--- src/rtl/fetch_redirect_ctrl.sv ---
// Fetch PC sequencer: picks the next fetch PC from redirect/BTB sources, holds unaccepted
// redirects, and tracks outstanding I-Cache requests plus stale responses from flushed paths.
module fetch_redirect_ctrl #(
  parameter logic [31:0] START_PC        = 32'hBFC0_0000,
  parameter int unsigned MAX_OUTSTANDING = 2,
  parameter int unsigned EPOCH_W         = 2
) (
  input  logic               clk,
  input  logic               rst,
  input  logic               exc_valid_i,
  input  logic [31:0]        exc_pc_i,
  input  logic               bra_valid_i,
  input  logic [31:0]        bra_pc_i,
  input  logic [31:0]        btb_pc_i,
  input  logic               btb_delay_i,
  input  logic               stop_fetch_i,
  input  logic               cache_index_ok_i,
  input  logic               cache_data_ok_i,
  output logic               req_o,
  output logic [31:0]        req_pc_o,
  output logic               req_delay_o,
  output logic               req_redirect_o,
  output logic [EPOCH_W-1:0] epoch_o,
  output logic               drop_o,
  output logic [2:0]         outstanding_o
);

  localparam logic [2:0] MaxOut = 3'(MAX_OUTSTANDING);

  typedef enum logic [1:0] {StBoot, StRun, StHold} state_e;

  state_e             state_q, state_d;
  logic               pend_valid_q, pend_valid_d;
  logic               pend_exc_q, pend_exc_d;
  logic [31:0]        pend_pc_q, pend_pc_d;
  logic [EPOCH_W-1:0] epoch_q, epoch_d;
  logic [2:0]         outstanding_q, outstanding_d;
  logic [2:0]         stale_q, stale_d;

  logic redirect_new;
  logic accept;
  logic data_ok_eff;

  assign redirect_new = exc_valid_i | bra_valid_i;
  assign accept       = req_o & cache_index_ok_i;
  // data_ok with nothing outstanding is a protocol error and is ignored
  assign data_ok_eff  = cache_data_ok_i & (outstanding_q != 3'd0);

  always_ff @(posedge clk) begin
    if (!rst) state_q <= StBoot;
    else      state_q <= state_d;
  end

  always_comb begin
    state_d = state_q;
    unique case (state_q)
      StBoot: begin
        if (accept)            state_d = StRun;
        else if (redirect_new) state_d = StHold;
      end
      StRun:  if (redirect_new && !accept) state_d = StHold;
      StHold: if (accept) state_d = StRun;
      default: state_d = StBoot;
    endcase
  end

  always_comb begin
    req_o          = rst & ~stop_fetch_i & (outstanding_q < MaxOut);
    req_pc_o       = btb_pc_i;
    req_delay_o    = 1'b0;
    req_redirect_o = 1'b1;
    if (exc_valid_i) begin
      req_pc_o = exc_pc_i;
    end else if (pend_valid_q && pend_exc_q) begin
      req_pc_o = pend_pc_q;
    end else if (bra_valid_i) begin
      req_pc_o = bra_pc_i;
    end else if (pend_valid_q) begin
      req_pc_o = pend_pc_q;
    end else if (state_q == StBoot) begin
      req_pc_o = START_PC;
    end else begin
      req_delay_o    = btb_delay_i;
      req_redirect_o = 1'b0;
    end
    epoch_o       = epoch_q;
    outstanding_o = outstanding_q;
    drop_o        = cache_data_ok_i & (stale_q != 3'd0);
  end

  always_comb begin
    pend_valid_d = pend_valid_q;
    pend_exc_d   = pend_exc_q;
    pend_pc_d    = pend_pc_q;
    if (exc_valid_i) begin
      pend_valid_d = 1'b1;
      pend_exc_d   = 1'b1;
      pend_pc_d    = exc_pc_i;
    end else if (bra_valid_i && !(pend_valid_q && pend_exc_q)) begin
      pend_valid_d = 1'b1;
      pend_exc_d   = 1'b0;
      pend_pc_d    = bra_pc_i;
    end
    if (accept && (redirect_new || pend_valid_q)) pend_valid_d = 1'b0;

    epoch_d = redirect_new ? epoch_q + EPOCH_W'(1) : epoch_q;
    outstanding_d = outstanding_q + 3'(accept) - 3'(data_ok_eff);

    // The request accepted alongside a redirect belongs to the new path, so it is not counted
    stale_d = stale_q;
    if (redirect_new) begin
      stale_d = outstanding_q - 3'(data_ok_eff);
    end else if (data_ok_eff && stale_q != 3'd0) begin
      stale_d = stale_q - 3'd1;
    end
  end

  always_ff @(posedge clk) begin
    if (!rst) begin
      pend_valid_q  <= 1'b0;
      pend_exc_q    <= 1'b0;
      pend_pc_q     <= 32'd0;
      epoch_q       <= '0;
      outstanding_q <= 3'd0;
      stale_q       <= 3'd0;
    end else begin
      pend_valid_q  <= pend_valid_d;
      pend_exc_q    <= pend_exc_d;
      pend_pc_q     <= pend_pc_d;
      epoch_q       <= epoch_d;
      outstanding_q <= outstanding_d;
      stale_q       <= stale_d;
    end
  end

endmodule

--- config.mk ---
export PLATFORM = sky130hd
export DESIGN_NAME = fetch_redirect_ctrl
export DESIGN_NICKNAME = d
export VERILOG_FILES = /design/src/rtl/fetch_redirect_ctrl.sv
export SDC_FILE = /design/constraint.sdc
export NUM_CORES = 1
export LEC_CHECK = 0
export CORE_ASPECT_RATIO = 2
export CORE_MARGIN = 2
export CORE_UTILIZATION = 35
export DETAILED_ROUTE_END_ITERATION = 10
export GPL_ROUTABILITY_DRIVEN = 0
export PLACE_DENSITY_LB_ADDON = 0.1
export REMOVE_ABC_BUFFERS = 1
export SYNTH_ARGS = -nofsm -noshare
export SYNTH_HDL_FRONTEND = slang
export SYNTH_SLANG_ARGS = --single-unit
--- constraint.sdc ---
create_clock -name clk -period 5.56 [get_ports clk]
set_input_delay 1.112 -clock clk [delete_from_list [all_inputs] [get_ports clk]]
set_output_delay 1.112 -clock clk [all_outputs]
set_load 0.1 [all_outputs]
### Word level (Yosys, flattened, before mapping)

Cells that the tools add are included.

| cells by class | value |
|---|---|
| add/sub/neg operators | 5 |
| $mul | 0 |
| divide/modulo/power cells | 0 |
| order comparisons | 1 |
| equal/unequal tests | 5 |
| shift-type cells | 0 |
| multiplexer cells | 28 |
| bitwise operators | 8 |
| reduce and logical (&&, ||, !) cells | 15 |

Operator list:

| operator | number |
|---|---|
| 2-to-1 mux 32 bit | 7 |
| 2-to-1 mux 1 bit | 14 |
| 2-to-1 mux 2 bit | 4 |
| 2-to-1 mux 3 bit | 2 |
| case mux 2 bit (3 select lines) | 1 |
| nonzero test 3 bit | 2 |
| subtractor 3 x 1 -> 3 bit | 2 |
| AND 1 bit | 5 |
| logical AND 1 bit | 5 |
| != test 2 bit (second input constant) | 2 |
| nonzero test 2 bit | 2 |
| adder 3 x 1 -> 3 bit | 1 |
| less-than comparator 3 x 2 -> 1 bit (second input constant) | 1 |
| != test 3 bit (second input constant) | 1 |
| AND reduction 3 bit | 1 |
| subtractor 3 x 1 -> 3 bit (second input constant) | 1 |
| adder 2 x 1 -> 2 bit (second input constant) | 1 |
| equality test 2 x 1 -> 1 bit (second input constant) | 1 |
| equality test 2 bit (second input constant) | 1 |
| zero test 1 bit | 2 |
| zero test 2 bit | 1 |
| NOT 1 bit | 2 |
| OR reduction 2 bit | 1 |
| logical OR 1 bit | 1 |
| OR 1 bit | 1 |

| word-level totals | value |
|---|---|
| flip-flop bits (word level) | 44 |
| latch bits | 0 |
| bits in writable memories | 0 |
| bits in read-only memories | 0 |
| input port bits | 104 |
| output and inout bits | 41 |
| logic and storage cells | 69 |
| memories kept | 0 |

### Depth between registers and ports, before layout

| depth | value |
|---|---|
| depth after elaboration | 8 |
| gate-level depth with buffers | 10 |
| mapped depth without buffers | 10 |

### Worst setup path before layout

No wires, ideal clock.

| path | value |
|---|---|
| path type | in2out |
| from | input bra_valid_i |
| to | output req_pc_o[14] |
| data arrival time | 3.761 ns |
| data required time | 4.448 ns |
| slack | 0.687 ns |
| stages | 4 |
| buffers on the path | 2 |
| path through | buf_2 buf_1 a221oi_1 o21ai_0 |

| between the ends | value |
|---|---|
| word-level cells in the longest chain between the ends | 3 |

RTL lines:

| item | RTL line | RTL |
|---|---|---|
| start: declaration | 12 | `input logic bra_valid_i,` |
| 2-to-1 mux 32 bit | 76 | `end else if (bra_valid_i) begin` |
| 2-to-1 mux 32 bit | 74 | `end else if (pend_valid_q && pend_exc_q) begin` |
| 2-to-1 mux 32 bit | 72 | `if (exc_valid_i) begin` |
| end: declaration | 20 | `output logic [31:0] req_pc_o,` |

Every way passes these cells.

### Worst setup path after layout

| path | value |
|---|---|
| from | input cache_data_ok_i |
| to | output drop_o |

| between the ends | value |
|---|---|
| word-level cells in the longest chain between the ends | 1 |

RTL lines:

| item | RTL line | RTL |
|---|---|---|
| start: declaration | 18 | `input logic cache_data_ok_i,` |
| AND 1 bit | 88 | `drop_o = cache_data_ok_i & (stale_q != 3'd0);` |
| end: declaration | 24 | `output logic drop_o,` |

Every way passes these cells.

==> metrics.cfg <==
[cells_and_area]
drive_gt1_frac = 0.0952
utilization = 0.515
diodes = 0
final_nets = 718
final_cell_area_um2 = 4970
area_delta_synth_final_pct = 44.4
fillers = 968

[power]
power_frac_comb = 0.528
netSwitchingPower_uw = 707
sw_frac_of_total = 0.473
total_power_uw = 1490
power_frac_seq = 0.269
leakage_uw = 0.00209
vdd_ir_drop_max_v = 0.000167
pwr-share-clk = 0.202
power_density_nw_per_um2 = 301
p_int_uw = 788

[detailed_routing]
wire_per_inst_um = 17.1
drt_iter0_markers = 371
wirelength_um = 12700
via_per_inst = 5.64
ant_nets = 0
post-route-drc-count = 0
first_pass_iters = 5
via_count = 4180

[cts]
postCtsSetupBuffers = 0
clock-root-buffer = clkbuf_16
clock_latency_ns = 0.29
postCtsHoldBufs = 0
cts_tree = yes
htree_levels = 2
cts_buffer_depth = 2
cts-resized-gates = 0
cts.sinks = 44
cts_buffers = 5
path_clk_slew_ns = 0.06

[grt]
grt-ovfl-total = 0
grt_max_degree = 61
gr-usage-all-layers = 0.239
grt_pass1_vias = 4098
antenna_found_initial = 0
grt_pass1_wl_um = 20100

[synthesis]
syn_inst = 495
synth.avg_cell_area_um2 = 6.95
synth_area_um2 = 3440
yosysUniqueCellTypes = 39
ys_ff_latch = 44
synth.yosys.seq_area_share = 0.256
ys_warn_count = 0

[setup_path]
worstSetupPathType = in2out
r2r_slack_ns = 3.25
worstPathArrival_ns = 3.03
critical_path.startpoint_type = input port
worst-path-max-fanout = 4
end_kind = output port
required_ns = 4.45

[place]
dp_hpwl_um = 8820
portBuffers = 144
place_area_um2 = 4820

[hold_path]
hp-class = reg2reg

[timing]
whs_ns = 0.483
relSlewSlack = 0.335
finalHoldViolCount = 0
rsz0062_at_grt = false
fmax_ghz = 0.241
finalCriticalPeriod_ns = 4.14
tightest_slew_ns = 0.994
fin_skew_ns = 0.00305
drv_slew = 0
setup_tns_ns = 0
setup_viol = 0
fin_crit_sh = 0.745

[die]
coreArea_um2 = 9640
rows = 51
die_w_um = 74.1
io_pins = 145
start_util = 0.357
die_y_um = 144
dieArea_um2 = 10700

[run]
maxCapViolations = 0

[status]
status = completed

[cells in the mapped netlist]
cell	instances	share of area
nand2_1	95	0.10
nand2b_1	58	0.11
o21ai_0	54	0.079
dfxtp_1	44	0.26
a221oi_1	32	0.082
a31oi_1	32	0.058
clkbuf_1	29	0.032
nand3_1	26	0.038
and3_1	24	0.044
inv_1	17	0.019
buf_2	14	0.020
a221o_1	9	0.026
a2bb2oi_1	9	0.023
ha_1	5	0.018
a21oi_1	4	0.0058
and2_1	4	0.0073
nor2_1	4	0.0044
nor2b_1	4	0.0073
buf_1	3	0.0033
xor2_1	3	0.0076
buf_6	2	0.0065
nand4_1	2	0.0036
nor3_1	2	0.0029
o2111ai_1	2	0.0051
o21ai_1	2	0.0029
or3_1	2	0.0036
a21bo_2	1	0.0029
a21boi_1	1	0.0022
and3b_1	1	0.0025
buf_4	1	0.0022
fa_1	1	0.0058
nand3b_1	1	0.0022
o2111a_1	1	0.0033
o211a_1	1	0.0029
o211ai_1	1	0.0022
o21ba_1	1	0.0029
o311a_1	1	0.0029
or2_2	1	0.0018
xnor2_1	1	0.0025
[logic make-up after synthesis]
logic type | Yosys count | synth area share
compound gates | 151 | 0.301
xor+xnor | 4 | 0.0102
fa+ha+maj | 6 | 0.0240
buf+inv | 66 | 0.0826
flops | 44 | 0.256
simple gates | 224 | 0.326
[state kept, by name, summed over array words and instances, names as in the netlist]
signal         count
pend_pc_q         32
outstanding_o      3
stale_q            3
epoch_o            2
state_q            2
pend_exc_q         1
pend_valid_q       1
[final timing paths]
kind / to / startpoint / cells past startpoint
hold / removal: state_q[0] / state_q[0] / 2
setup / recovery: drop_o / cache_data_ok_i / 4
hold reg to reg: state_q[0] / state_q[0] / 2
setup reg to reg: outstanding_o[2] / outstanding_o[1] / 10
[cell type report]
class / count / area, um^2 / share of cell area
clock buffer: 8 / 146 / 0.0295
inverter: 17 / 63.8 / 0.0128
multi-input combinational: 385 / 2280 / 0.460
sequential: 44 / 882 / 0.178
tap: 132 / 165 / 0.0333
timing repair buffer: 155 / 1420 / 0.287
[per-stage QoR]
stage | std cells | worst slack, ns
2_1_floorplan | 446 | 0.0887
3_3_place_gp | 733 | 1.43
3_5_place_dp | 733 | 1.41
4_1_cts | 741 | 1.40
5_1_grt | 741 | 1.33
6_report | 741 | 1.42
[power groups by stage]
stage | Combinational [uW] | Sequential, uW | Clock (uW)
after floorplan | 464 | 479 | 0
after global placement | 785 | 406 | 0
after detailed placement | 794 | 408 | 0
after CTS | 796 | 401 | 311
after global routing | 845 | 408 | 323
final | 790 | 402 | 302
[routing by layer]
metal	vias to the layer above	global-route usage	wire (um)
met1	2009	0.260	4760
met4	0	0.0785	257
met3	13	0.0272	672
met2	153	0.458	7010
met5	-	0	0
li1	2005	-	-
[cell usage in the layout (no fill, tap or decap), drive strengths merged, types with 2 or more instances in the layout]
master           n
nand3           26
nand4            2
nand2b          58
nor2b            4
inv             17
o21ai           56
clkbuf           8
xor2             3
and3            24
a21oi            4
nor3             2
clkdlybuf4s50  107
a221oi          32
buf             48
a2bb2oi          9
and2             4
a31oi           32
o2111ai          2
or3              2
dfxtp           44
nor2             4
ha               5
a221o            9
nand2           95
[critical path: stages]
cell and delay, ns:
clkdlybuf4s50_1 0.53, nand2b_1 0.13, inv_1 0.12, clkdlybuf4s50_1 1.14
(Power assumes the default switching activity.)
